### config.mk
export PLATFORM = sky130hd
export DESIGN_NAME = escaner_display
export DESIGN_NICKNAME = d
export VERILOG_FILES = /design/src/rtl/escaner_pkg.sv /design/src/rtl/escaner_display_siguiente_digito.sv /design/src/rtl/escaner_display.sv
export SDC_FILE = /design/constraint.sdc
export NUM_CORES = 1
export LEC_CHECK = 0
export ABC_AREA = 1
export ABC_CLOCK_PERIOD_IN_PS = 1800
export CAP_MARGIN = 20
export CORE_UTILIZATION = 25
export DETAILED_ROUTE_END_ITERATION = 10
export DONT_BUFFER_PORTS = 1
export PLACE_DENSITY = 0.4
export SLEW_MARGIN = 20
export SYNTH_ARGS = -nofsm -noshare
export SYNTH_HDL_FRONTEND = slang
export SYNTH_SLANG_ARGS = --single-unit
### constraint.sdc
create_clock -name i_Clk -period 1.8 [get_ports i_Clk]
set_input_delay 0.54 -clock i_Clk [delete_from_list [all_inputs] [get_ports i_Clk]]
set_output_delay 0.54 -clock i_Clk [all_outputs]
set_load 0.02 [all_outputs]
### src/rtl/escaner_pkg.sv
// escaner_pkg
//   Shared definitions for the 4-digit display scanner.
//   - N_DIG       : number of multiplexed digits
//   - ANODOS_OFF  : active-low anode pattern with every digit dark
//   - estado_t    : scanner state (idle / blanking / showing)
//   - anodo_activo: active-low one-hot anode pattern for a digit index
package escaner_pkg;

    localparam int         N_DIG      = 4;
    localparam logic [3:0] ANODOS_OFF = 4'b1111;

    typedef enum logic [1:0] {
        ST_IDLE  = 2'd0,
        ST_BLANK = 2'd1,
        ST_SHOW  = 2'd2
    } estado_t;

    function automatic logic [3:0] anodo_activo(input logic [1:0] sel);
        return ~(4'b0001 << sel);
    endfunction

endpackage

### src/rtl/escaner_display_siguiente_digito.sv
// siguiente_digito
//   Combinational round-robin search for the next enabled digit.
//   Candidates are examined in the order idx+1, idx+2, idx+3, idx (mod 4),
//   so with i_idx = 3 the result is the lowest set bit of the mask.
//   Ports:
//     i_idx   in  2  current digit index
//     i_mask  in  4  per-digit enable mask
//     o_idx   out 2  next enabled index (i_idx when the mask is empty)
//     o_valid out 1  1 when at least one digit is enabled
module siguiente_digito
    import escaner_pkg::*;
(
    input  logic [1:0]       i_idx,
    input  logic [N_DIG-1:0] i_mask,
    output logic [1:0]       o_idx,
    output logic             o_valid
);

    logic [N_DIG-1:0][1:0] cand;
    logic [N_DIG-1:0]      hit;

    // cand[k] is the index k+1 positions after i_idx; the last candidate
    // wraps back onto i_idx itself.
    for (genvar gi = 0; gi < N_DIG; gi++) begin : g_cand
        assign cand[gi] = i_idx + 2'(gi + 1);
        assign hit[gi]  = i_mask[cand[gi]];
    end

    // Walk from the farthest candidate to the nearest so the nearest hit wins.
    always_comb begin
        o_idx = i_idx;
        for (int k = N_DIG - 1; k >= 0; k--) begin
            if (hit[k]) begin
                o_idx = cand[k];
            end
        end
    end

    assign o_valid = |i_mask;

endmodule

### src/rtl/escaner_display.sv
// escaner_display
//   Round-robin sequencer for a 4-digit multiplexed 7-segment display.
//   Each slot lasts CLK_DIV cycles: BLANK_CYC cycles with every anode off
//   (anti-ghosting), then the selected digit is driven for the remainder.
//   Digits cleared in i_Mask are skipped.
//   Ports:
//     i_Clk     in  1  system clock, rising edge
//     i_Rst_n   in  1  asynchronous active-low reset
//     i_En      in  1  1 = scanning enabled
//     i_Mask    in  4  per-digit enable (bit k = digit k)
//     o_Sel     out 2  digit multiplexor select
//     o_Anodos  out 4  active-low one-hot anode enables (1111 = all off)
//     o_Blank   out 1  1 while no anode is driven
//     o_Tick    out 1  one-cycle pulse when o_Sel moves to a new slot
module escaner_display
    import escaner_pkg::*;
#(
    parameter int CLK_DIV   = 50000,
    parameter int BLANK_CYC = 1000
) (
    input  logic       i_Clk,
    input  logic       i_Rst_n,
    input  logic       i_En,
    input  logic [3:0] i_Mask,
    output logic [1:0] o_Sel,
    output logic [3:0] o_Anodos,
    output logic       o_Blank,
    output logic       o_Tick
);

    localparam int                CNT_W      = $clog2(CLK_DIV);
    localparam logic [CNT_W-1:0] BLANK_LAST = CNT_W'(BLANK_CYC - 1);
    localparam logic [CNT_W-1:0] SHOW_LAST  = CNT_W'(CLK_DIV - BLANK_CYC - 1);

    estado_t          state_q,  state_d;
    logic [CNT_W-1:0] cnt_q,    cnt_d;
    logic [1:0]       sel_q,    sel_d;
    logic [3:0]       anodos_q, anodos_d;
    logic             blank_q,  blank_d;
    logic             tick_q,   tick_d;

    logic [1:0] nxt_idx;
    logic       nxt_valid;
    logic [1:0] low_idx;
    logic       low_valid;
    logic       run;

    // Next enabled digit after the current one.
    siguiente_digito u_siguiente (
        .i_idx   (sel_q),
        .i_mask  (i_Mask),
        .o_idx   (nxt_idx),
        .o_valid (nxt_valid)
    );

    // Starting from index 3 the search lands on the lowest enabled digit.
    siguiente_digito u_primero (
        .i_idx   (2'd3),
        .i_mask  (i_Mask),
        .o_idx   (low_idx),
        .o_valid (low_valid)
    );

    assign run = i_En && nxt_valid;

    always_comb begin
        state_d  = state_q;
        cnt_d    = cnt_q;
        sel_d    = sel_q;
        anodos_d = ANODOS_OFF;
        blank_d  = 1'b1;
        tick_d   = 1'b0;

        unique case (state_q)
            ST_IDLE: begin
                if (i_En && low_valid) begin
                    sel_d   = low_idx;
                    cnt_d   = '0;
                    state_d = ST_BLANK;
                end
            end

            ST_BLANK: begin
                if (!run) begin
                    cnt_d   = '0;
                    state_d = ST_IDLE;
                end else if (cnt_q == BLANK_LAST) begin
                    cnt_d = '0;
                    if (i_Mask[sel_q]) begin
                        state_d  = ST_SHOW;
                        anodos_d = anodo_activo(sel_q);
                        blank_d  = 1'b0;
                    end else begin
                        // Digit was masked while blanking: never light it,
                        // move on as if it had been masked during SHOW.
                        sel_d   = nxt_idx;
                        tick_d  = 1'b1;
                        state_d = ST_BLANK;
                    end
                end else begin
                    cnt_d = cnt_q + CNT_W'(1);
                end
            end

            ST_SHOW: begin
                if (!run) begin
                    cnt_d   = '0;
                    state_d = ST_IDLE;
                end else if (!i_Mask[sel_q] || cnt_q == SHOW_LAST) begin
                    sel_d   = nxt_idx;
                    cnt_d   = '0;
                    tick_d  = 1'b1;
                    state_d = ST_BLANK;
                end else begin
                    cnt_d    = cnt_q + CNT_W'(1);
                    anodos_d = anodo_activo(sel_q);
                    blank_d  = 1'b0;
                end
            end

            default: begin
                cnt_d   = '0;
                state_d = ST_IDLE;
            end
        endcase
    end

    always_ff @(posedge i_Clk or negedge i_Rst_n) begin
        if (!i_Rst_n) begin
            state_q  <= ST_IDLE;
            cnt_q    <= '0;
            sel_q    <= 2'b00;
            anodos_q <= ANODOS_OFF;
            blank_q  <= 1'b1;
            tick_q   <= 1'b0;
        end else begin
            state_q  <= state_d;
            cnt_q    <= cnt_d;
            sel_q    <= sel_d;
            anodos_q <= anodos_d;
            blank_q  <= blank_d;
            tick_q   <= tick_d;
        end
    end

    assign o_Sel    = sel_q;
    assign o_Anodos = anodos_q;
    assign o_Blank  = blank_q;
    assign o_Tick   = tick_q;

endmodule

==> results.toml, run 1 <==
[outcome]
status = "completed"

[clocking]
clkSinkCount = 26
cts_root_buf = "clkbuf_8"
htree_levels = 1
postCtsSetupBuffers = 0
clock_latency_ps = 280
clk_pin_slew_ps = 100
cts.path.max_buffers = 2
cts_tree = "done"
cts_buffers = 3

[die]
coreArea_sq_um = 7370
die_h_microns = 89.9
rows = 31
start_util_pct = 26.2
fp.dieW_microns = 89.9
dieArea_sq_um = 8080
io_pins = 15

[worst_setup_path]
crit_required_ps = 2010
cp_max_fo = 7
end_kind = "flip-flop"
cp-start-kind = "flip-flop"
cp.arrival_ps = 1820
crit_type = "flip-flop to flip-flop"
r2r_cells = 10

[logic_synthesis]
yosysMostFrequentCell = "nand2_1"
yosysWarnings = 0
synth-seq-cells = 26
syn_inst = 270
synthesis.nets = 286
yosys.area.top_type_share_pct = 27.2
synthTopCellsByCount = "86 x nand2_1, 30 x nor2_1, 25 x nand3_1"
synth_cell_types = 30
synthesis.area_sq_um = 1930
syn_avg_cell_area_sq_um = 7.16
yosys.area.top_type = "dfrtp_1"
ys_async_sr_fraction_pct = 100
synth-edff-count = 0
synthFlopType = "dfrtp_1"
yosysSeqAreaShare_pct = 34.0
synth_area_leaders = "dfrtp_1 27%, nand2_1 17%, dfstp_2 6.8%"

[layout]
diodes = 0
drive_gt1_share_pct = 19.8
fillers = 802
area_growth_syn_to_layout_pct = 14.4
num-nets-final = 300

[sta]
rsz0062_at_grt = "false"
slew_headroom_pct = 75.2
fmax_ghz = 0.621
finalSetupViolCount = 0
min_period_ps = 1610
final_max_slew_viol_count = 0
final_hold_viol_count = 0
skew_ps = 3.73
tightestPinTransition_ps = 373
finalSetupTns_ps = 0
period_share_pct = 89.4

[global_route]
grt_max_degree = 22
grt_use_total_pct = 12.5
antenna_found_initial = 0
grt_pass1_vias = 1698
grt_pass1_wl_microns = 8250
grt-ovfl-total = 0

[route]
dr.pass1.iters = 5
drc = 0
via_per_inst = 4.47
drt_iter0_markers = 119
ant_nets = 0
routedWlPerCell_microns = 12.2
wl_microns = 4670
vias = 1707

[place]
port_buffers = 0
place_congestion = 0.789
dp_hpwl_microns = 3620

[power]
pwr_density_cell_nw_per_um2 = 1240
p_leak_nw = 0.980
fin_total_pwr_mw = 2.74
ir_worst_vdd_uv = 370

[run]
drv_cap = 0

[hold_path]
hold_class = "input port to async pin"
final cells by class:
cell class | count | area [sq um] | area share, %
flip-flops and latches | 26 | 658 | 29.8
well taps | 99 | 124 | 5.61
clock buffers | 3 | 41.3 | 1.87
repair buffers | 15 | 125 | 5.66
clock inverters | 1 | 30.0 | 1.36
multi-input cells | 211 | 1130 | 51.1
inverters | 27 | 101 | 4.59
power by group:
| part | switching [mW] | internal, mW | total, mW |
|---|---|---|---|
| registers | 0.0965 | 0.695 | 0.792 |
| clock network | 0.202 | 0.298 | 0.501 |
| logic | 0.939 | 0.513 | 1.45 |
| total | 1.24 | 1.51 | 2.74 |
worst max-delay path: stages, from the launching register on:
cell     delay, ps
dfrtp_2        430
buf_4          170
nand2_1        110
nand3_2        110
nand2_4         80
nor2_4         100
nand3_2         80
nand2_2         90
nand2_2         70
buf_4          180
a21oi_2        120
worst paths after layout:
check / to / start / slack [ps]
setup reg to reg: cnt_q[5] / o_Sel[0] / 190
hold reg to reg: cnt_q[1] / cnt_q[1] / 540
hold / removal: cnt_q[8] / i_Rst_n / 50
min in group i_Clk: o_Tick / i_En / 470
setup / recovery: cnt_q[5] / o_Sel[0] / 190
max in group asynchronous: o_Sel[0] / i_Rst_n / 1590
timing repair:
action	in CTS	in global routing
endpoints found under the setup margin	0	1
hold buffers	1	0
resized for setup	0	1
hold endpoints to repair	21	0
state kept, by name (all words and copies together) (netlist names):
name / flops
cnt_q: 16
o_Anodos: 4
o_Blank: 1
o_Sel: 2
o_Tick: 1
state_q: 2
routing by layer:
metal  up-vias  track usage [%]  wire length [microns]
met2        26             20.3                   2110
met4         0             2.82                     42
li1        886                -                      -
met1       791             17.4                   2380
met5         -                0                      0
met3         4             2.03                    135
layout by cell type, fill, tap and decap left out:
| master | n |
|---|---|
| o22ai_2 | 1 |
| or2_2 | 1 |
| ha_1 | 9 |
| nand3b_1 | 1 |
| dfstp_2 | 5 |
| xor2_1 | 6 |
| o21ai_2 | 1 |
| nand3_1 | 25 |
| xnor2_1 | 3 |
| o21ai_1 | 6 |
| nand2_2 | 4 |
| inv_1 | 22 |
| inv_2 | 5 |
| nor2_4 | 1 |
| o21bai_1 | 1 |
| nand2_1 | 86 |
| dfrtp_2 | 1 |
| dfrtp_1 | 20 |
| buf_4 | 14 |
| nand4_1 | 2 |
| nand2_4 | 2 |
| bufinv_16 | 1 |
| o21ai_0 | 6 |
| nor2_1 | 30 |
| a21oi_2 | 9 |
| nor3_1 | 5 |
| nor2_2 | 2 |
| clkbuf_8 | 3 |
| nand3_2 | 5 |
| buf_12 | 1 |
| o211ai_1 | 5 |
logic make-up after synthesis:
| group | count (synthesis) | share of synthesized area (%) |
|---|---|---|
| DFF | 26 | 34.0 |
| AOI/OAI and AO/OA | 29 | 10.6 |
| adders and majority gates | 9 | 5.83 |
| buffers and inverters | 33 | 7.51 |
| xor gates and xnor gates | 9 | 4.08 |
| and+or+nand+nor | 164 | 38.0 |
stage by stage:
stage	utilization, %	area [sq um]	instances	hold slack [ps]	setup WS, ps
floorplan	-	1930	270	244	133
global placement	28.7	2120	377	245	110
detailed placement	28.7	2120	377	245	78.0
CTS	30.0	2210	382	49.9	137
global route	30.0	2210	382	43.0	5.51
finish	30.0	2210	382	53.8	190
No activity file was read; power rests on OpenSTA's default activity.
==> run 2, diff against run 1 <==
REMOVE_ABC_BUFFERS = 1   (was not set)
==> run 2 against run 1 <==
Against the previous run:
- clock skew shrank 1.6 ps
- largest power group unchanged
- combinational power is essentially flat
- total power grew 0.65%
- clock-buffer cell count is the same
- clock power shrank 1%
==> results.toml, run 2 (synthesis gave the netlist of run 1 again) <==
[sta]
rsz0062_at_grt = "false"
whs_ps = 96.3
fmax_ghz = 0.613
final_max_slew_viol_count = 0
tightestPinTransition_ps = 521
period_share_pct = 90.6
final_hold_viol_count = 0
slew_headroom_pct = 65.3
finalSetupViolCount = 0
skew_ps = 2.13
finalSetupTns_ps = 0
min_period_ps = 1630

[layout]
area_growth_syn_to_layout_pct = 14.9
drive_gt1_share_pct = 20.9
largest_register = "cnt_q"
register_area_sq_um = 657
layout_common_cells = "86 x nand2_1, 28 x nor2_1, 25 x nand3_1, 22 x inv_1, 21 x dfrtp_1"
final_util_pct = 30.1
largest_reg_flops = 16
multi_input_area_sq_um = 1150
diodes = 0
fillers = 807
num-nets-final = 299
fin_area_sq_um = 2220
final_common_cell = "nand2_1"

[die]
fp.dieW_microns = 89.9
start_util_pct = 26.2
dieArea_sq_um = 8080
rows = 31
coreArea_sq_um = 7370
die_h_microns = 89.9
io_pins = 15

[clocking]
cts.path.max_buffers = 2
htree_levels = 1
clkSinkCount = 26
cts_buffers = 3
clock_latency_ps = 270
clk_pin_slew_ps = 100
postCtsSetupBuffers = 0
cts_tree = "done"
cts_root_buf = "clkbuf_8"

[route]
drc = 0
ant_nets = 0
routedWlPerCell_microns = 12.0
drt_iter0_markers = 52
wl_microns = 4570
via_per_inst = 4.45
vias = 1694
dr.pass1.iters = 4

[place]
placed_area_sq_um = 2120
port_buffers = 0
place_congestion = 0.779
dp_hpwl_microns = 3580

[hold_path]
hold_class = "input port to async pin"

[global_route]
grt_max_degree = 22
grt-ovfl-total = 0
grt_pass1_wl_microns = 8040
antenna_found_initial = 0
grt_use_total_pct = 12.1
grt_pass1_vias = 1686

[outcome]
status = "completed"

[worst_setup_path]
cp-start-kind = "flip-flop"
crit_type = "flip-flop to flip-flop"
r2r_cells = 10
cp.arrival_ps = 1810
crit_required_ps = 1980
cp_max_fo = 8
end_kind = "flip-flop"

[power]
pwr_density_cell_nw_per_um2 = 1240
ir_worst_vdd_uv = 495
p_leak_nw = 0.978

[run]
drv_cap = 0
-- run 2: changes by cell type in the layout (fill, tap and decap cells not counted), sizes merged --
cell / change
buf: -1
-- run 2: through the flow --
step,power [mW],std cells,setup slack (ps)
after global routing,3.01,381,6.95
after CTS,2.75,381,143
after detailed placement,2.23,376,80.5
after global placement,2.26,376,140
after floorplan,1.76,264,133
final,2.76,381,170
-- run 2: per-layer routing --
layer / vias up / global-route usage [%] / part of all wire [%]
li1: 889 / - / -
met1: 786 / 16.1 / 49
met2: 15 / 20.3 / 48
met3: 4 / 1.44 / 1.4
met4: 0 / 4.17 / 1.5
met5: - / 0 / 0
-- run 2: cell type report --
class,instances,share of cell area (%)
clock buffers,3,1.86
multi-input cells,211,51.9
inverters,27,4.57
repair buffers,14,5.19
flip-flops and latches,26,29.6
clock inverters,1,1.35
well taps,99,5.58
-- run 2: repair_timing --
action	4_1_cts	5_1_grt
endpoints found under the hold margin	21	0
hold buffers	1	0
resized for setup	0	6
endpoints found under the setup margin	0	6
-- run 2: report_power, final --
part	total (mW)	internal [mW]	switching [mW]
clock	0.495	0.298	0.197
combinational	1.47	0.525	0.943
sequential	0.798	0.693	0.105
-- run 2: final timing paths --
check	from	end	slack [ps]
worst max register to register	o_Sel[0]	o_Sel[0]	170
worst min register to register	cnt_q[1]	cnt_q[1]	540
worst min-delay path	i_Rst_n	o_Anodos[3]	100
worst max-delay path	o_Sel[0]	o_Sel[0]	170
min in group i_Clk	i_En	o_Tick	470
max in group asynchronous	i_Rst_n	cnt_q[7]	1220
-- run 2: critical path, cell delays in order, from the launching register on --
cell and delay [ps]:
dfrtp_1 480, inv_2 110, ha_1 320, inv_1 80, nand3_1 100, nand3_1 110
nor2_1 50, nor2_1 130, nand2_1 70, nand2_1 50, nand2_1 40
==> run 3, diff against run 2 <==
TNS_END_PERCENT = 50   (was not set)
==> run 3 against run 2 <==
Against the previous run:
- routed wire length is 0.17% higher
- die area stayed put
- combinational power hardly changed
- maximum frequency is 1.0% lower
- sequential cell count stayed put
- clock skew hardly changed
- total power is 0.52% lower
- sequential power hardly changed
- largest cell class unchanged
- non-clock buffer count stayed put
- worst hold slack better by 0.58 ps
- via count is 0.18% higher
==> results.toml, run 3 (synthesis gave the netlist of run 1 again) <==
[die]
dieArea_sq_um = 8080
coreArea_sq_um = 7370
die_h_microns = 89.9
io_pins = 15
rows = 31
start_util_pct = 26.2
fp.dieW_microns = 89.9

[place]
dp_slack_ps = 80.5
dp_cells = 376
place_congestion = 0.779
dp_hpwl_microns = 3580
port_buffers = 0

[route]
drt_iter0_markers = 52
routedWlPerCell_microns = 12.0
drc = 0
via_per_inst = 4.45
dr.pass1.iters = 4
vias = 1697
ant_nets = 0
wl_microns = 4580

[global_route]
grt-ovfl-total = 0
grt_pass1_wl_microns = 8040
grt_max_degree = 22
antenna_found_initial = 0
grt_use_total_pct = 12.1
grt_pass1_vias = 1686

[sta]
tightestPinTransition_ps = 521
skew_ps = 2.55
slew_headroom_pct = 65.3
period_share_pct = 91.5
whs_ps = 96.9
min_period_ps = 1650
final_hold_viol_count = 0
finalSetupViolCount = 0
fmax_ghz = 0.607
rsz0062_at_grt = "true"
final_max_slew_viol_count = 0
fin_ws_ps = 153

[worst_setup_path]
cp_max_fo = 8
end_kind = "flip-flop"
cp-start-kind = "flip-flop"
crit_required_ps = 1970
cp.arrival_ps = 1820
crit_type = "flip-flop to flip-flop"

[power]
p_sw_mw = 1.24
ir_worst_vdd_uv = 496
p_int_mw = 1.50
pwr-share-clk_pct = 18.0
p_leak_nw = 0.978
combPwrFrac_pct = 53.0
pwr_density_cell_nw_per_um2 = 1240
seqPwrFrac_pct = 29.1
netSwitchingFraction_pct = 45.2

[layout]
largest_reg_flops = 16
diodes = 0
stdcell_count = 381
largest_register = "cnt_q"
area_growth_syn_to_layout_pct = 14.6
num-nets-final = 299
drive_gt1_share_pct = 20.2
final_common_cell = "nand2_1"
layout_common_cells = "86 x nand2_1, 29 x nor2_1, 25 x nand3_1, 22 x inv_1, 21 x dfrtp_1"

[hold_path]
hold_class = "input port to async pin"

[clocking]
cts_root_buf = "clkbuf_8"
cts_buffers = 3
cts.path.max_buffers = 2
cts_tree = "done"
htree_levels = 1
clk_pin_slew_ps = 100
clkSinkCount = 26
clock_latency_ps = 270

[outcome]
status = "completed"

[run]
drv_cap = 0
## run 3: final cells by class
class	instances	area (sq um)
fill	808	5150
multi-input combinational	211	1150
sequential	26	657
tap	99	124
timing repair buffer	14	115
inverter	27	101
clock buffer	3	41.3
clock inverter	1	30.0
## run 3: routing by layer
metal / global-route usage, % / routed length (microns)
met5: 0 / 0
met4: 4.17 / 68
met3: 1.44 / 85
met2: 20.3 / 2190
met1: 16.1 / 2230
## run 3: path summary, 6_finish.rpt
check                      startpoint     endpoint  slack (ps)  cells past startpoint
max reg2reg                  o_Sel[0]     o_Sel[0]         150                     10
max                          o_Sel[0]     o_Sel[0]         150                     10
min                           i_Rst_n  o_Anodos[3]         100                      0
max in group asynchronous     i_Rst_n     cnt_q[7]        1220                      1
min in group i_Clk               i_En       o_Tick         470                      2
min reg2reg                  cnt_q[1]     cnt_q[1]         540                      2
## run 3: power by group through the flow
stage | Combinational, mW | Sequential, mW | Clock [mW]
final | 1.46 | 0.798 | 0.494
after global routing | 1.64 | 0.812 | 0.536
after CTS | 1.44 | 0.801 | 0.508
after detailed placement | 1.42 | 0.810 | 0
after global placement | 1.45 | 0.810 | 0
after floorplan | 0.925 | 0.833 | 0
## run 3: what timing repair did
action | 4_1_cts | 5_1_grt
setup buffers | 0 | 0
hold buffers | 1 | 0
setup endpoints to repair | 0 | 6
hold endpoints to repair | 21 | 0
resized for setup | 0 | 4
## run 3: per-stage QoR
stage / cell area [sq um] / util, % / setup TNS [ps] / total power [mW]
floorplan: 1890 / - / 0 / 1.76
global placement: 2120 / 28.8 / 0 / 2.26
detailed placement: 2120 / 28.8 / 0 / 2.23
CTS: 2200 / 29.9 / 0 / 2.75
global route: 2210 / 30.1 / -1.62 / 2.99
finish: 2210 / 30.1 / 0 / 2.75
## run 3: critical path, cell delays in order (launching register included)
cell and delay [ps]:
dfrtp_1 480, inv_2 110, ha_1 320, inv_1 80, nand3_1 100, nand3_1 120, nor2_1 50, nor2_1 130
nand2_1 70, nand2_1 50, nand2_1 40
